--- src/rtl/drum_pkg.sv ---
// drum_pkg: shared sizes and sequencer state type
// for the drum machine pattern logic.
package drum_pkg;

   localparam int NUM_TRACKS_DEF = 4;
   localparam int NUM_STEPS_DEF  = 16;

   typedef enum logic [1:0] {
      IDLE  = 2'd0,
      ARMED = 2'd1,
      PLAY  = 2'd2
   } seq_state_t;

endpackage

--- src/rtl/step_sequencer_tick_detect.sv ---
// tick_detect: turns the tempo counter's beat count
// into a one-cycle tick on each nonzero change.
module tick_detect (
   input  logic        CLOCK_50,
   input  logic        reset,
   input  logic [31:0] tick_count,
   output logic        tick
);

   logic [31:0] prev_count;

   // remember last seen count every cycle
   always_ff @(posedge CLOCK_50) begin
      if (reset)
         prev_count <= '0;
      else
         prev_count <= tick_count;
   end

   // a counter reset to zero is never a tick
   assign tick = (tick_count != prev_count) &&
                 (tick_count != 32'd0);

endmodule

--- src/rtl/step_sequencer.sv ---
// step_sequencer: steps through the pattern grid
// on each tempo tick and fires per-track triggers.
module step_sequencer
   import drum_pkg::*;
#(
   parameter  int NUM_TRACKS = NUM_TRACKS_DEF,
   parameter  int NUM_STEPS  = NUM_STEPS_DEF,
   localparam int STEP_W     = $clog2(NUM_STEPS),
   localparam int TRACK_W    =
      (NUM_TRACKS > 1) ? $clog2(NUM_TRACKS) : 1
) (
   input  logic                  CLOCK_50,
   input  logic                  reset,
   input  logic [31:0]           tick_count,
   input  logic                  run,
   input  logic [NUM_TRACKS-1:0] mute,
   input  logic                  edit_we,
   input  logic [TRACK_W-1:0]    edit_track,
   input  logic [STEP_W-1:0]     edit_step,
   input  logic                  edit_val,
   input  logic                  pattern_clear,
   output logic [NUM_TRACKS-1:0] trig,
   output logic                  step_strobe,
   output logic [STEP_W-1:0]     step_idx,
   output logic                  bar_done,
   output logic                  playing
);

   seq_state_t state;

   logic tick;

   logic [NUM_TRACKS-1:0][NUM_STEPS-1:0] pattern;

   logic [STEP_W-1:0]     fire_idx;
   logic [NUM_TRACKS-1:0] fire_col;
   logic                  track_ok;

   tick_detect u_tick (
      .CLOCK_50   (CLOCK_50),
      .reset      (reset),
      .tick_count (tick_count),
      .tick       (tick)
   );

   assign track_ok = (32'(edit_track) < NUM_TRACKS);

   // index about to fire and its grid column
   always_comb begin
      fire_idx = '0;
      fire_col = '0;
      if (state == PLAY)
         fire_idx = step_idx + STEP_W'(1);
      for (int t = 0; t < NUM_TRACKS; t++)
         fire_col[t] = pattern[t][fire_idx];
   end

   // pattern grid; fire reads the pre-edit value
   always_ff @(posedge CLOCK_50) begin
      if (reset || pattern_clear)
         pattern <= '0;
      else if (edit_we && track_ok)
         pattern[edit_track][edit_step] <= edit_val;
   end

   // play state machine with registered outputs
   always_ff @(posedge CLOCK_50) begin
      if (reset) begin
         state       <= IDLE;
         trig        <= '0;
         step_strobe <= 1'b0;
         bar_done    <= 1'b0;
         step_idx    <= '0;
         playing     <= 1'b0;
      end else begin
         trig        <= '0;
         step_strobe <= 1'b0;
         bar_done    <= 1'b0;
         if (!run) begin
            state    <= IDLE;
            step_idx <= '0;
            playing  <= 1'b0;
         end else begin
            unique case (state)
               IDLE: begin
                  state   <= ARMED;
                  playing <= 1'b1;
               end
               ARMED: begin
                  if (tick) begin
                     state       <= PLAY;
                     step_idx    <= '0;
                     trig        <= fire_col & ~mute;
                     step_strobe <= 1'b1;
                  end
               end
               PLAY: begin
                  if (tick) begin
                     step_idx    <= fire_idx;
                     trig        <= fire_col & ~mute;
                     step_strobe <= 1'b1;
                     bar_done    <= (fire_idx == '0);
                  end
               end
               default: begin
                  state   <= IDLE;
                  playing <= 1'b0;
               end
            endcase
         end
      end
   end

endmodule

--- config.mk ---
export PLATFORM = sky130hd
export DESIGN_NAME = step_sequencer
export DESIGN_NICKNAME = d
export VERILOG_FILES = /design/src/rtl/drum_pkg.sv /design/src/rtl/step_sequencer_tick_detect.sv /design/src/rtl/step_sequencer.sv
export SDC_FILE = /design/constraint.sdc
export NUM_CORES = 1
export LEC_CHECK = 0
export CORE_ASPECT_RATIO = 1.2
export CORE_MARGIN = 1.5
export CORE_UTILIZATION = 60
export DETAILED_ROUTE_END_ITERATION = 12
export GPL_TIMING_DRIVEN = 0
export PLACE_DENSITY = 0.85
export RECOVER_POWER = 100
export SLEW_MARGIN = 20
export SYNTH_ARGS = -nofsm -noshare
export SYNTH_HDL_FRONTEND = slang
export SYNTH_SLANG_ARGS = --single-unit
--- constraint.sdc ---
create_clock -name CLOCK_50 -period 3.35 [get_ports CLOCK_50]
set_input_delay 0.335 -clock CLOCK_50 [delete_from_list [all_inputs] [get_ports CLOCK_50]]
set_output_delay 0.335 -clock CLOCK_50 [all_outputs]
set_load 0.01 [all_outputs]
Word-level counts from Yosys, hierarchy flattened
Cells that the tools add are included.
Word-level totals
  register bits after elaboration: 109
  input port bits: 48
  logic and storage cells: 64
Operators by class
  add/sub/neg operators: 1
  magnitude comparators: 5
  equality and inequality tests: 5
  mux-type cells: 21
  bitwise gates (word level): 6
  reductions and logical operators: 15
Operator list (number)
  64-bit bitwise mux: 1
  16-bit demux with 2-bit select: 1
  32-bit inequality test: 1
  32-bit nonzero test: 1
  1-bit binary-select mux with 4-bit select: 4
  16-bit two-way mux: 1
  4-bit two-way mux: 3
  4-bit by 5-bit < comparator with 1-bit output (second input constant): 2
  4-bit one-hot mux with 2 select lines: 1
  4-bit OR reduction: 2
  1-bit two-way mux: 6
  2-bit one-hot mux with 3 select lines: 1
  4-bit by 1-bit adder with 4-bit output (second input constant): 1
  4-bit bitwise AND: 1
  1-bit demux with 4-bit select: 1
  4-bit by 1-bit greater-or-equal comparator with 1-bit output (second input constant): 1
  4-bit zero test: 1
  2-bit inequality test (second input constant): 2
  1-bit inverter: 4
  4-bit inverter: 1
  2-bit OR reduction: 2
  1-bit logical AND: 3
  2-bit by 3-bit < comparator with 1-bit output (second input constant): 1
  3-bit AND reduction: 1
  other kinds (10): 10

Logic depth before layout (Yosys ltp)
Gate-level depths: netlist of run 1.
  word-level depth: 7
  depth in mapped cells: 9
  mapped depth without buffers: 7

Modules after synthesis
Synthesis of run 1 repeated with hierarchy kept, for this count alone.
Unflattened totals
  cell total of the unflattened synthesis: 583
  area, all modules: 5136.2 µm²
By module, submodules not included
  step_sequencer: instances 1, cells an instance 462, area an instance 3867.5 µm²
  tick_detect: instances 1, cells an instance 121, area an instance 1268.7 µm²

Least setup slack after synthesis of run 1
No wires, ideal clock.
  path type: reg2reg
  start: reg state[0]
  end: reg trig[0]
  data arrival time: 1.835 ns
  required time: 3.215 ns
  slack: 1.380 ns
  cell stages (with the launch flop): 10
  path buffers: 2
  cell sequence: dfxtp_1 inv_1 ha_1 buf_2 nand2_1 clkbuf_1 a211oi_1 a21oi_1 mux4_2 nor3b_1
On the way
  longest elaborated chain between the ends: 5
  elaborated cells on any way between the ends: 9
  classes of those cells: eq/ne: 2; mux: 3; bitwise: 2; reduce/logical: 2
Ends and longest elaborated chain
  start, declared: RTL line step_sequencer.sv:29  | seq_state_t state;
  start signal, assigned: RTL line step_sequencer.sv:69  | state <= IDLE;
  start signal, assigned: RTL line step_sequencer.sv:80  | state <= IDLE;
  start signal, assigned: RTL line step_sequencer.sv:86  | state <= ARMED;
  2-bit equality test: RTL line step_sequencer.sv:52, step_sequencer.sv:84
  4-bit two-way mux: RTL line step_sequencer.sv:52  | if (state == PLAY)
  1-bit binary-select mux with 4-bit select: RTL line step_sequencer.sv:55  | fire_col[t] = pattern[t][fire_idx];
  1-bit two-way mux (not written as such): RTL line step_sequencer.sv:55
  4-bit bitwise AND: RTL line step_sequencer.sv:93, step_sequencer.sv:100
  end signal, assigned: RTL line step_sequencer.sv:93  | trig <= fire_col & ~mute;
  end signal, assigned: RTL line step_sequencer.sv:100  | trig <= fire_col & ~mute;
  end, declared: RTL line step_sequencer.sv:22  | output logic [NUM_TRACKS-1:0] trig,
Parallel ways exist; a longest one is shown, timed or not. The select of a mux whose other input is x is not followed.
A chain may end at the register's enable or synchronous reset.

Worst setup path in the final report of run 1
  start: reg state[0]
  end: reg trig[2]
The elaborated chain is that of the path after synthesis.

==> impl_results.md, run 1 <==
* Outcome: finished clean
* Syn Area/Cell at 8.63 sq um
* TritonRoute pass-1 iters at 5
* Clock Pin Slew Worst Setup and Hold Paths at 0.11 ns
* Slowest stage delay, CP at 0.54 ns
* Placer Congestion at 0.928
* Distinct cell type count after synthesis at 38
* Number of synthesized flops with an enable pin at 0
* Critical path data arrival time at 3.03 ns
* Tmin final at 2.79 ns
* Top FF cell, synth: dfxtp_1
* Unrepaired setup endpoints after global routing: false
* Core Area at 8240 sq um
* # setup viols final at 0
* Most common cell in the netlist: dfxtp_1
* Filler cells at 587
* Synth-to-layout area growth at 18.5%
* Clock sinks at 109
* Vias in the first global route at 4,442
* Die Width at 87.7 microns
* Final worst path period share at 0.834
* Required @ worst endpoint at 3.58 ns
* Clock root cell: clkbuf_8
* Post-layout worst setup margin at 0.558 ns
* Crit path top cell by count: clkbuf_1
* Hold-fix buffers, CTS at 0
* Initial Utilization at 0.626
* Die height at 105 microns
* Min-Delay Path Class: in2reg
* Avg WL per Cell at 17.1 microns
* DRC at 0
* Max Fanout on Critical Path at 10
* Ys Warns at 0
* Crit-path leading delay family: compound AO/OA/AOI/OAI gates
* Share of cells above drive strength 1 at 0.0566
* CTS tree: built
* Slew Limit Fails at 0
* Pwr dens at 418 nW/um^2
* Port Buffers at 57
* Clock share of power at 0.369
* Layout Nets at 718
* Gr usage total at 0.308
* Peak Freq at 358 MHz
* Post-CTS sizing at 0
* TNS Setup at 0 ns
* Synth Register Bits at 109
* Total length of routed wires at 13,500 microns
* Max H-tree Level at 3
* Netlist Area Pre-Place at 5160 sq um
* Max clock buf depth at 2
* Bufs and invs on worst path at 3
* Initial DRC count at 343
* Largest net degree at the start of global routing at 18
* Post-Syn Nets at 650
* Worst Hold Slack at 0.415 ns
* Commonest cells in the netlist: 109 x dfxtp_1, 78 x nand2_1, 67 x nor2_1, 60 x mux2i_1, 48 x nor2b_1
* Num CTS Buffers at 9
* Total global routing overflow at 0
* Startpoint types: flip-flop
* Global-route wire length before repair at 21,600 microns
* Max Cap Viol at 0
* Post-synth top area share at 0.423
* Peak VDD IR at 0.241 mV
* IO Pins at 59
* Vias at 4,571
* Fin cells at 785
* Initial antenna violation count at 0
* WS Path Type: reg2reg
* Sw Pwr at 624 uW
* CP max stage cell: a2111oi_0
* Critical Path Sink Type: flip-flop
* N_diodes at 0
* Critical-path cell list: inv_1 > ha_1 > clkbuf_1 > nand2_1 > clkbuf_1 > o21ai_0 > a211oi_1 > a31oi_1 > a2111oi_0
* Fin Clk Skew at 0.00838 ns
* Sw Share at 0.244
* Syn Inst Count at 598
* Detail Placement HPWL at 9690 microns
* Final hold vios at 0
* LEAKAGE at 2.43 nW
* Comb power frac at 0.109
* Latest clock arrival within the worst-skew pair at 0.39 ns
* Setup Fix Bufs, Post-CTS at 0
* Sequential power share at 0.523
* Vias per inst at 5.82
* # rows at 36
* Slew @ Worst Pin at 0.932 ns
* Die area at 9170 sq um
* Synth top area cells: dfxtp_1 42%, mux2i_1 12%, nor2b_1 5.8%, xor2_1 5.8%, nand2_1 5.7%
* Worst slew margin at 0.374
* Dpl cells at 769
* Biggest area consumer among synthesized cells: dfxtp_1
* Pint at 1.93 mW
* DRT antenna net count at 0
* Seq/Total Area, Yosys at 0.423
* Asr flop ratio synth at 0
* Place WS at 0.705 ns
==> state kept, by name, indices dropped and copies added, names as in the netlist <==
register,count
playing,1
state,2
u_tick.prev_count,32
bar_done,1
step_idx,4
step_strobe,1
trig,4
pattern,64
==> metrics by stage <==
step / total power [mW] / utilization / cell area (sq um)
floorplan: 1.51 / - / 5160
global placement: 1.63 / 0.713 / 5880
finish: 2.55 / 0.742 / 6120
global route: 2.63 / 0.742 / 6120
detailed placement: 1.64 / 0.713 / 5880
CTS: 2.55 / 0.742 / 6120
==> worst reg2reg max path, stage by stage, from the launching register on <==
cell,delay (ns)
dfxtp_1,0.40
inv_1,0.10
ha_1,0.23
clkbuf_1,0.22
nand2_1,0.17
clkbuf_1,0.47
o21ai_0,0.19
a211oi_1,0.25
a31oi_1,0.07
a2111oi_0,0.54
==> worst paths after layout <==
| check | startpoint | end | slack, ns | depth (start not counted) |
|---|---|---|---|---|
| worst min-delay path | edit_val | pattern[63] | 0.42 | 3 |
| worst max-delay path | state[0] | trig[2] | 0.56 | 9 |
| worst min register to register | pattern[15] | pattern[15] | 0.47 | 2 |
| worst max register to register | state[0] | trig[2] | 0.56 | 9 |
==> power groups by stage <==
stage	logic [mW]	clock network, mW	registers (mW)
finish	0.277	0.942	1.34
global route	0.300	0.990	1.34
CTS	0.276	0.938	1.34
detailed placement	0.273	0	1.37
global placement	0.265	0	1.36
floorplan	0.147	0	1.36
==> area by class of cell <==
cell class              instances  area, sq um  area share
inverters                       4         15.0     0.00245
repair buffers                 57          571      0.0933
clock buffers                  12          165      0.0270
well taps                     114          143      0.0233
flip-flops and latches        109         2180       0.357
clock inverters                 4         77.6      0.0127
multi-input cells             443         2790       0.455
plain buffers                  42          180      0.0294
==> metal layers <==
metal	wire length (microns)	share of wire	track usage
met5	0	0	0
met4	590	0.044	0.167
met3	928	0.069	0.0585
met2	6340	0.47	0.495
met1	5590	0.42	0.384
==> layout by cell type (no fill, tap or decap), types with 2 or more instances in the layout <==
master and instances:
a31oi_1 2, nor2_1 67, inv_1 4, clkbuf_8 12, clkdlybuf4s50_1 41, o21ai_0 18
dlygate4sd3_1 16, dfxtp_1 109, ha_1 4, and3_1 2, buf_4 3, or2_2 8
or3b_2 2, a32o_1 2, clkbuf_2 2, mux2i_1 60, nor3b_1 4, nand2b_1 7
nor3_1 7, nor4b_1 2, mux4_2 4, o211ai_1 3, nor2b_1 48, nor4_1 16
xor2_1 34, clkbuf_1 34, nand3_1 9, nand4_1 4, a211oi_1 17, nand2_1 78
a21oi_1 37, bufinv_16 2
==> kinds of logic after synthesis <==
kind of cell    share of synthesized area
xor+xnor                           0.0577
compound gates                     0.0964
fa+ha+maj                         0.00969
simple gates                        0.242
mux                                 0.134
buf+inv                            0.0380
flops                               0.423
No activity file was read; power rests on OpenSTA's default activity.
==> run 2, diff against run 1 <==
Settings changed: CORE_UTILIZATION 60 to 56, PLACE_DENSITY 0.85 to 0.8.
Clock period 3.35 ns to 2.72 ns, I/O delays scaled along.
==> run 2 against run 1 <==
Net effect: core utilization shrank 6.5 points; first-iteration DRC count grew 27%; cell area shrank 0.47%; final cell count grew 0.76%; clock skew grew 0.0025 ns; critical path depth is the same; hold slack lost 0.017 ns; power grew 18%; clock power grew 10%; routed wire length shrank 1.7%; sequential share of layout area grew 0.17 points; non-clock buffer count is the same; largest cell class unchanged; highest routed layer unchanged.
==> impl_results.md, run 2 (synthesized netlist as in run 1, its figures left out) <==
* Largest net degree at the start of global routing at 20 (+2)
* Hold Startpoint: edit_val
* Fin Clk Skew at 0.0108 ns (+0.00247 ns)
* Die height at 108 microns (+3.4%)
* Most frequent cells in the layout: 109 x dfxtp_1, 78 x nand2_1, 67 x nor2_1
* Global-route wire length before repair at 21,400 microns (-1.2%)
* # rows at 38 (+5.6%)
* Commonest non-fill, non-tap cell in the layout: dfxtp_1
* Initial DRC count at 437 (+27%)
* TNS Setup at 0 ns (unchanged)
* Initial Utilization at 0.575 (-0.0518)
* DRC at 0 (unchanged)
* Clock Pin Slew Worst Setup and Hold Paths at 0.11 ns (about the same)
* DRT antenna net count at 0 (unchanged)
* Vias in the first global route at 4,391 (-1.1%)
* Required @ worst endpoint at 2.99 ns (-0.59 ns)
* Vias per inst at 5.75 (-1.2%)
* Layout Nets at 718 (unchanged)
* Critical-path cell list: inv_1 > ha_1 > clkbuf_2 > nand2_1 > clkbuf_1 > o21ai_0 > a211oi_1 > a31oi_1 > a2111oi_2
* Share of cells above drive strength 1 at 0.0581 (+0.00149)
* Latest clock arrival within the worst-skew pair at 0.38 ns (about the same)
* Initial antenna violation count at 0 (unchanged)
* Avg WL per Cell at 16.7 microns (-2.4%)
* Max H-tree Level at 3 (unchanged)
* Core Area at 8990 sq um (+9.0%)
* Gr usage total at 0.281 (-0.0267)
* Worst slew margin at 0.154 (-0.220)
* Max Fanout on Critical Path at 10 (unchanged)
* Synth-to-layout area growth at 17.9%
* Hold Crit Depth at 3 (unchanged)
* Outcome: finished clean
* LEAKAGE at 2.40 nW (-1.1%)
* Hold-fix buffers, CTS at 0 (unchanged)
* Place WS at 0.161 ns (-0.544 ns)
* Reg2reg setup slack at 0.20 ns (-0.36 ns)
* Hold Path End: pattern[63]
* CP max stage cell: clkbuf_1
* Vias at 4,551 (-0.44%)
* Peak VDD IR at 0.487 mV (+100%)
* R2r endpoint: trig[2]
* IO Pins at 59 (unchanged)
* Total global routing overflow at 0 (unchanged)
* Peak Freq at 397 MHz (+11%)
* Port Buffers at 57 (unchanged)
* Final worst path period share at 0.926 (+0.0920)
* CTS tree: built
* Min-Delay Path Class: in2reg
* Die area at 9810 sq um (+6.9%)
* Max Cap Viol at 0 (unchanged)
* Most flops, register: pattern
* Detail Placement HPWL at 9540 microns (-1.5%)
* Setup Fix Bufs, Post-CTS at 0 (unchanged)
* Max FFs per register at 64 (unchanged)
* Tmin final at 2.52 ns (-0.275 ns)
* WS Path Type: reg2reg
* Die Width at 90.7 microns (+3.4%)
* Unrepaired setup endpoints after global routing: false
* Largest regs: pattern (64), u_tick.prev_count (32)
* Final hold vios at 0 (unchanged)
* Slew @ Worst Pin at 1.26 ns (+0.325 ns)
* TritonRoute pass-1 iters at 5 (unchanged)
* Post-CTS sizing at 0 (unchanged)
* R2R Path Start: state[0]
* Pwr dens at 497 nW/um^2 (+19%)
* Post-layout worst setup margin at 0.203 ns (-0.355 ns)
* N_diodes at 0 (unchanged)
* Slew Limit Fails at 0 (unchanged)
* Bufs and invs on worst path at 3 (unchanged)
* Crit-path leading delay family: compound AO/OA/AOI/OAI gates
* Max clock buf depth at 2 (unchanged)
* Critical Path Sink Type: flip-flop
* Slowest stage delay, CP at 0.46 ns (-0.08 ns)
* Num CTS Buffers at 9 (unchanged)
* # setup viols final at 0 (unchanged)
* Total length of routed wires at 13,200 microns (-1.7%)
* Critical path data arrival time at 2.79 ns (-0.24 ns)
* Worst R2R Path Depth at 9 (unchanged)
* Clock sinks at 109 (unchanged)
* Clock root cell: clkbuf_8
* Placer Congestion at 0.927 (-0.14%)
* Startpoint types: flip-flop
-- run 2: per-layer routing --
| layer | GRT usage | wire, microns | up-vias |
|---|---|---|---|
| met5 | 0 | 0 | - |
| met1 | 0.335 | 5500 | 2155 |
| li1 | - | - | 2172 |
| met2 | 0.477 | 6410 | 183 |
| met4 | 0.173 | 502 | 0 |
| met3 | 0.0443 | 814 | 41 |
-- run 2: worst max-delay path by stage --
stage | end | cells past startpoint | slack, ns | start
2_1_floorplan | trig[0] | 9 | 0.75 | state[0]
3_3_place_gp | trig[2] | 6 | 0.20 | tick_count[8]
3_5_place_dp | step_idx[3] | 6 | 0.16 | tick_count[8]
4_1_cts | trig[2] | 9 | 0.27 | state[0]
5_1_grt | trig[2] | 9 | 0.10 | state[0]
6_report | trig[2] | 9 | 0.20 | state[0]
-- run 2: final cells by class --
type                       instances  area (sq um)
buffer                            42           181
clock buffer                       9           124
clock inverter                     7          81.3
fill                             726          2900
inverter                           4          15.0
multi-input combinational        443          2790
sequential                       109          2180
tap                              120           150
timing repair buffer              57           571
-- run 2: report_power, final --
part	switching (mW)	internal, mW
Clock	0.602	0.439
Sequential	0.0163	1.63
Combinational	0.188	0.150
-- run 2: stage by stage --
stage	utilization	power [mW]	instance area, sq um	hold slack, ns	cells
2_1_floorplan	-	1.86	5160	0.341	598
3_3_place_gp	0.655	2.01	5880	0.441	775
3_5_place_dp	0.655	2.02	5880	0.446	775
4_1_cts	0.678	3.03	6090	0.354	791
5_1_grt	0.678	3.12	6090	0.407	791
6_report	0.678	3.02	6090	0.398	791
-- run 2: worst reg2reg max path, delay by kind of cell (launching register included) --
kind / cells / cell delay (ns)
simple gates: 1 / 0.14
buf+inv: 3 / 0.73
compound gates: 4 / 0.92
flops: 1 / 0.39
fa+ha+maj: 1 / 0.22
==> run 3, diff against run 2 <==
Settings changed: CORE_MARGIN 1.5 to 2, CORE_UTILIZATION 56 to 60, CTS_CLUSTER_SIZE from default to 30, PLACE_DENSITY 0.8 to 0.85.
Clock period 2.72 ns to 3.2 ns, I/O delays scaled along.
==> run 3 against run 2 <==
Net effect: combinational power shrank 15%; clock power shrank 22%; core utilization is 3.7 points higher; global-route usage rose by 1.1 points; clock skew is 0.0012 ns lower; non-clock buffer count unchanged; register-to-register slack improved by 0.34 ns; largest cell class unchanged.
==> impl_results.md, run 3 (synthesized netlist as in run 1, its figures left out) <==
* Peak VDD IR at 0.317 mV (-35%)
* Outcome: finished clean
* Max FFs per register at 64 (unchanged)
* Min-Delay Path Class: in2reg
* Initial antenna violation count at 0 (unchanged)
* Clock share of power at 0.326 (-0.018)
* Most frequent cells in the layout: 109 x dfxtp_1, 78 x nand2_1, 67 x nor2_1
* Global-route wire length before repair at 20,800 microns (-2.5%)
* Comb power frac at 0.115 (+0.003)
* Vias at 4,578 (+0.59%)
* Commonest non-fill, non-tap cell in the layout: dfxtp_1
* Critical path data arrival time at 2.91 ns (+0.12 ns)
* Largest regs: pattern (64), u_tick.prev_count (32)
* Fin Clk Skew at 0.00961 ns (-0.00123 ns)
* Vias in the first global route at 4,305 (-2.0%)
* Layout Nets at 718 (unchanged)
* Share of cells above drive strength 1 at 0.0508 (-0.00730)
* Pint at 1.87 mW (-16%)
* IO Pins at 59 (unchanged)
* Required @ worst endpoint at 3.46 ns (+0.47 ns)
* # rows at 37 (-2.6%)
* Max clock buf depth at 2 (unchanged)
* Largest net degree at the start of global routing at 17 (-15%)
* Sw Pwr at 635 uW (-21%)
* Peak Freq at 376 MHz (-5.2%)
* Port Buffers at 57 (unchanged)
* Die height at 106 microns (-2.4%)
* CTS tree: built
* TNS Setup at 0 ns (unchanged)
* Placer Congestion at 0.957 (+3.3%)
* Dpl cells at 772 (-0.39%)
* DRC at 0 (unchanged)
* Die area at 9370 sq um (-4.5%)
* Bufs and invs on worst path at 3 (unchanged)
* TritonRoute pass-1 iters at 5 (unchanged)
* Vias per inst at 5.82 (+1.2%)
* DRT antenna net count at 0 (unchanged)
* Slew Limit Fails at 0 (unchanged)
* Max Fanout on Critical Path at 10 (unchanged)
* LEAKAGE at 2.39 nW (-0.41%)
* Tmin final at 2.66 ns (+0.139 ns)
* Hold-fix buffers, CTS at 0 (unchanged)
* Core Area at 8470 sq um (-5.7%)
* Worst Hold Slack at 0.412 ns (+0.0139 ns)
* Final worst path period share at 0.830 (-0.0953)
* Latest clock arrival within the worst-skew pair at 0.38 ns (about the same)
* Synth-to-layout area growth at 17.2%
* Clock root cell: clkbuf_8
* Sequential power share at 0.559 (+0.015)
* Crit path top cell by count: clkbuf_1
* Total global routing overflow at 0 (unchanged)
* Fin cells at 786 (-0.63%)
* Crit-path leading delay family: buffers and inverters
* Die Width at 88.7 microns (-2.2%)
* Pwr dens at 413 nW/um^2 (-17%)
* Num CTS Buffers at 9 (unchanged)
* # setup viols final at 0 (unchanged)
* Critical-path cell list: inv_1 > ha_1 > clkbuf_1 > nand2_1 > clkbuf_1 > a211oi_1 > a21oi_1 > mux4_2 > nor3b_1
* Initial Utilization at 0.610 (+0.0349)
* Clock Pin Slew Worst Setup and Hold Paths at 0.10 ns (about the same)
* Clock sinks at 109 (unchanged)
* Slowest stage delay, CP at 0.55 ns (+0.09 ns)
* Most flops, register: pattern
* Gr usage total at 0.292 (+0.0106)
* Place WS at 0.668 ns (+0.507 ns)
* Critical Path Sink Type: flip-flop
* WS Path Type: reg2reg
* Post-layout worst setup margin at 0.543 ns (+0.341 ns)
* Avg WL per Cell at 16.9 microns (+1.3%)
* Total length of routed wires at 13,300 microns (+0.61%)
* Final hold vios at 0 (unchanged)
* Max H-tree Level at 3 (unchanged)
* Detail Placement HPWL at 9910 microns (+3.9%)
* Startpoint types: flip-flop
* Sw Share at 0.254 (-0.0125)
* Initial DRC count at 418 (-4.3%)
* Slew @ Worst Pin at 1.05 ns (-0.210 ns)
* N_diodes at 0 (unchanged)
* Post-CTS sizing at 0 (unchanged)
* Worst R2R Path Depth at 9 (unchanged)
* Hold Crit Depth at 3 (unchanged)
* Worst slew margin at 0.295 (+0.141)
* CP max stage cell: mux4_2
* Unrepaired setup endpoints after global routing: false
* WP depth at 9 (unchanged)
* Setup Fix Bufs, Post-CTS at 0 (unchanged)
* Max Cap Viol at 0 (unchanged)
-- run 3: cell count changes in the layout (fill, tap and decap cells not counted) --
cell	previous run	this run
clkinvlp_4	3	1
inv_8	1	0
inv_6	2	0
clkinv_2	0	1
a2111oi_0	0	1
clkbuf_1	33	35
a2111oi_2	1	0
clkbuf_2	3	2
clkinv_4	0	1
-- run 3: cell type report --
cell class,instances,area [sq um]
buffer,42,180
clock buffer,10,128
clock inverter,4,51.3
fill,659,2420
inverter,4,15.0
multi-input combinational,443,2780
sequential,109,2180
tap,117,146
timing repair buffer,57,571
-- run 3: path summary, 6_finish.rpt --
| check | startpoint | end | slack (ns) |
|---|---|---|---|
| worst max-delay path | state[0] | trig[1] | 0.54 |
| worst max register to register | state[0] | trig[1] | 0.54 |
| worst min register to register | pattern[15] | pattern[15] | 0.46 |
| worst min-delay path | edit_val | pattern[63] | 0.41 |
-- run 3: layer usage --
layer | part of all wire | GRT usage | wire, microns | vias up
li1 | - | - | - | 2166
met3 | 0.054 | 0.0517 | 725 | 43
met4 | 0.037 | 0.150 | 498 | 0
met2 | 0.49 | 0.470 | 6580 | 201
met5 | 0 | 0 | 0 | -
met1 | 0.41 | 0.368 | 5500 | 2168
-- run 3: worst min-delay path, stage by stage --
cell and delay [ns]:
clkbuf_1 0.23, nand3_1 0.14, a21oi_1 0.06
-- run 3: power groups by stage --
stage                     registers [mW]  logic (mW)  clock network [mW]
after floorplan                     1.43       0.154                   0
after global placement              1.43       0.278                   0
after detailed placement            1.43       0.287                   0
after CTS                           1.40       0.288               0.817
after global routing                1.40       0.310               0.878
final                               1.40       0.288               0.815
-- run 3: stage by stage --
step / power, mW / util / instance area [sq um]
2_1_floorplan: 1.58 / - / 5160
3_3_place_gp: 1.71 / 0.694 / 5880
3_5_place_dp: 1.72 / 0.694 / 5880
4_1_cts: 2.50 / 0.715 / 6060
5_1_grt: 2.59 / 0.714 / 6050
6_report: 2.50 / 0.714 / 6050
==> RTL edit, RTL diff (flow settings as in run 3) <==
The package constant `NUM_STEPS_DEF` goes from 16 to 32.
--- a/src/rtl/drum_pkg.sv
+++ b/src/rtl/drum_pkg.sv
@@ -3,7 +3,7 @@
 package drum_pkg;
 
    localparam int NUM_TRACKS_DEF = 4;
-   localparam int NUM_STEPS_DEF  = 16;
+   localparam int NUM_STEPS_DEF  = 32;
 
    typedef enum logic [1:0] {
       IDLE  = 2'd0,
Interface: changed (resized edit_step and step_idx); port bits go from 59 to 61. No check against the original RTL was run, so the function may have changed too.
==> RTL edit against run 3 <==
The flow now finishes with violations (negative setup slack). Sequential cell count rose by 65. Cell area rose by 62%. Synthesized area is 64% higher. Utilization shrank 0.47 points. Wire length grew 120%. Setup slack worse by 550 ps. Total power up 87%. Count of clock-buffer cells in the layout up 9. Critical path type unchanged.
==> RTL edit: results (changes against run 3) <==
- The run finished, with violations left.
- The checks that failed: negative setup slack.
- The via count of the first global-routing pass came to 8362 (+94%).
- The critical path's largest stage delay is 400 ps (-150 ps).
- On the critical path, the stage with the largest delay is an instance of a211oi_1.
- The net count after synthesis came to 1111 (+71%).
- The family with the most delay on the worst path is compound AO/OA/AOI/OAI gates.
- The met2 wirelength from detailed routing came to 13.0 mm (+98%).
- The fraction of met2 tracks used by global routing came to 0.607 (+0.137).
- The cell area after placement came to 9250 µm² (+57%).
- The met1 wire length came to 10.1 mm (+84%).
- The routed length per instance is 22.0 µm (+30%).
- The share of final-layout standard cells stronger than drive strength 1 is 0.0645 (+0.0137).
- The overall fraction of global-route tracks in use came to 0.385 (+0.0929).
- The detailed router's first-iteration violation count is 1241 (+200%).
- The leakage power total came to 3.01 nW (+26%).
- The final worst-path setup slack is -7.93 ps (-551 ps).
- The count of TritonRoute iterations in the first routing pass was 6 (+1).
- The largest registers in the layout are pattern x128, u_tick.prev_count x32, step_idx x5.
- The areal power density over the cells was 478 nW/µm² (+16%).
- The post-synthesis sequential area ratio was 0.412 (-0.0109).
- Counting instances in the post-synthesis netlist gives the leading cell types as dfxtp_1 (174), a21oi_1 (135), nand2_1 (135), o21ai_0 (96), clkbuf_1 (81).
- The number of setup violations in the final report is 1 (+1).
- The clock skew after layout came to 8.59 ps (-1.02 ps).
- The number of buffers created by CTS is 17 (+8).
[RTL edit: cell count changes in the layout (fill, tap and decap cells not counted), sizes merged, moves of 39 or more]
| cell | delta |
|---|---|
| mux2i | -39 |
| nand2 | +57 |
| dfxtp | +65 |
| nand4 | +74 |
| o21ai | +78 |
| a21oi | +98 |
| nand3 | +44 |
| clkbuf | +58 |
[RTL edit: tightest hold or removal path, delay by kind of cell]
family,cells,cell delay [ps]
buffers and inverters,1,220
and+or+nand+nor,1,130
AOI/OAI and AO/OA,1,60
[RTL edit: final cells by class]
type	instances	area share
inverters	8	0.00306
plain buffers	95	0.0384
clock buffers	19	0.0462
clock inverters	13	0.0108
repair buffers	57	0.0582
well taps	171	0.0218
multi-input cells	781	0.466
flip-flops and latches	174	0.355
[RTL edit: logic make-up after synthesis]
kind of cell	Yosys count
adders and majority gates	4
AOI/OAI and AO/OA	275
buffers and inverters	103
muxes	45
and+or+nand+nor	423
DFF	174
xor gates and xnor gates	34
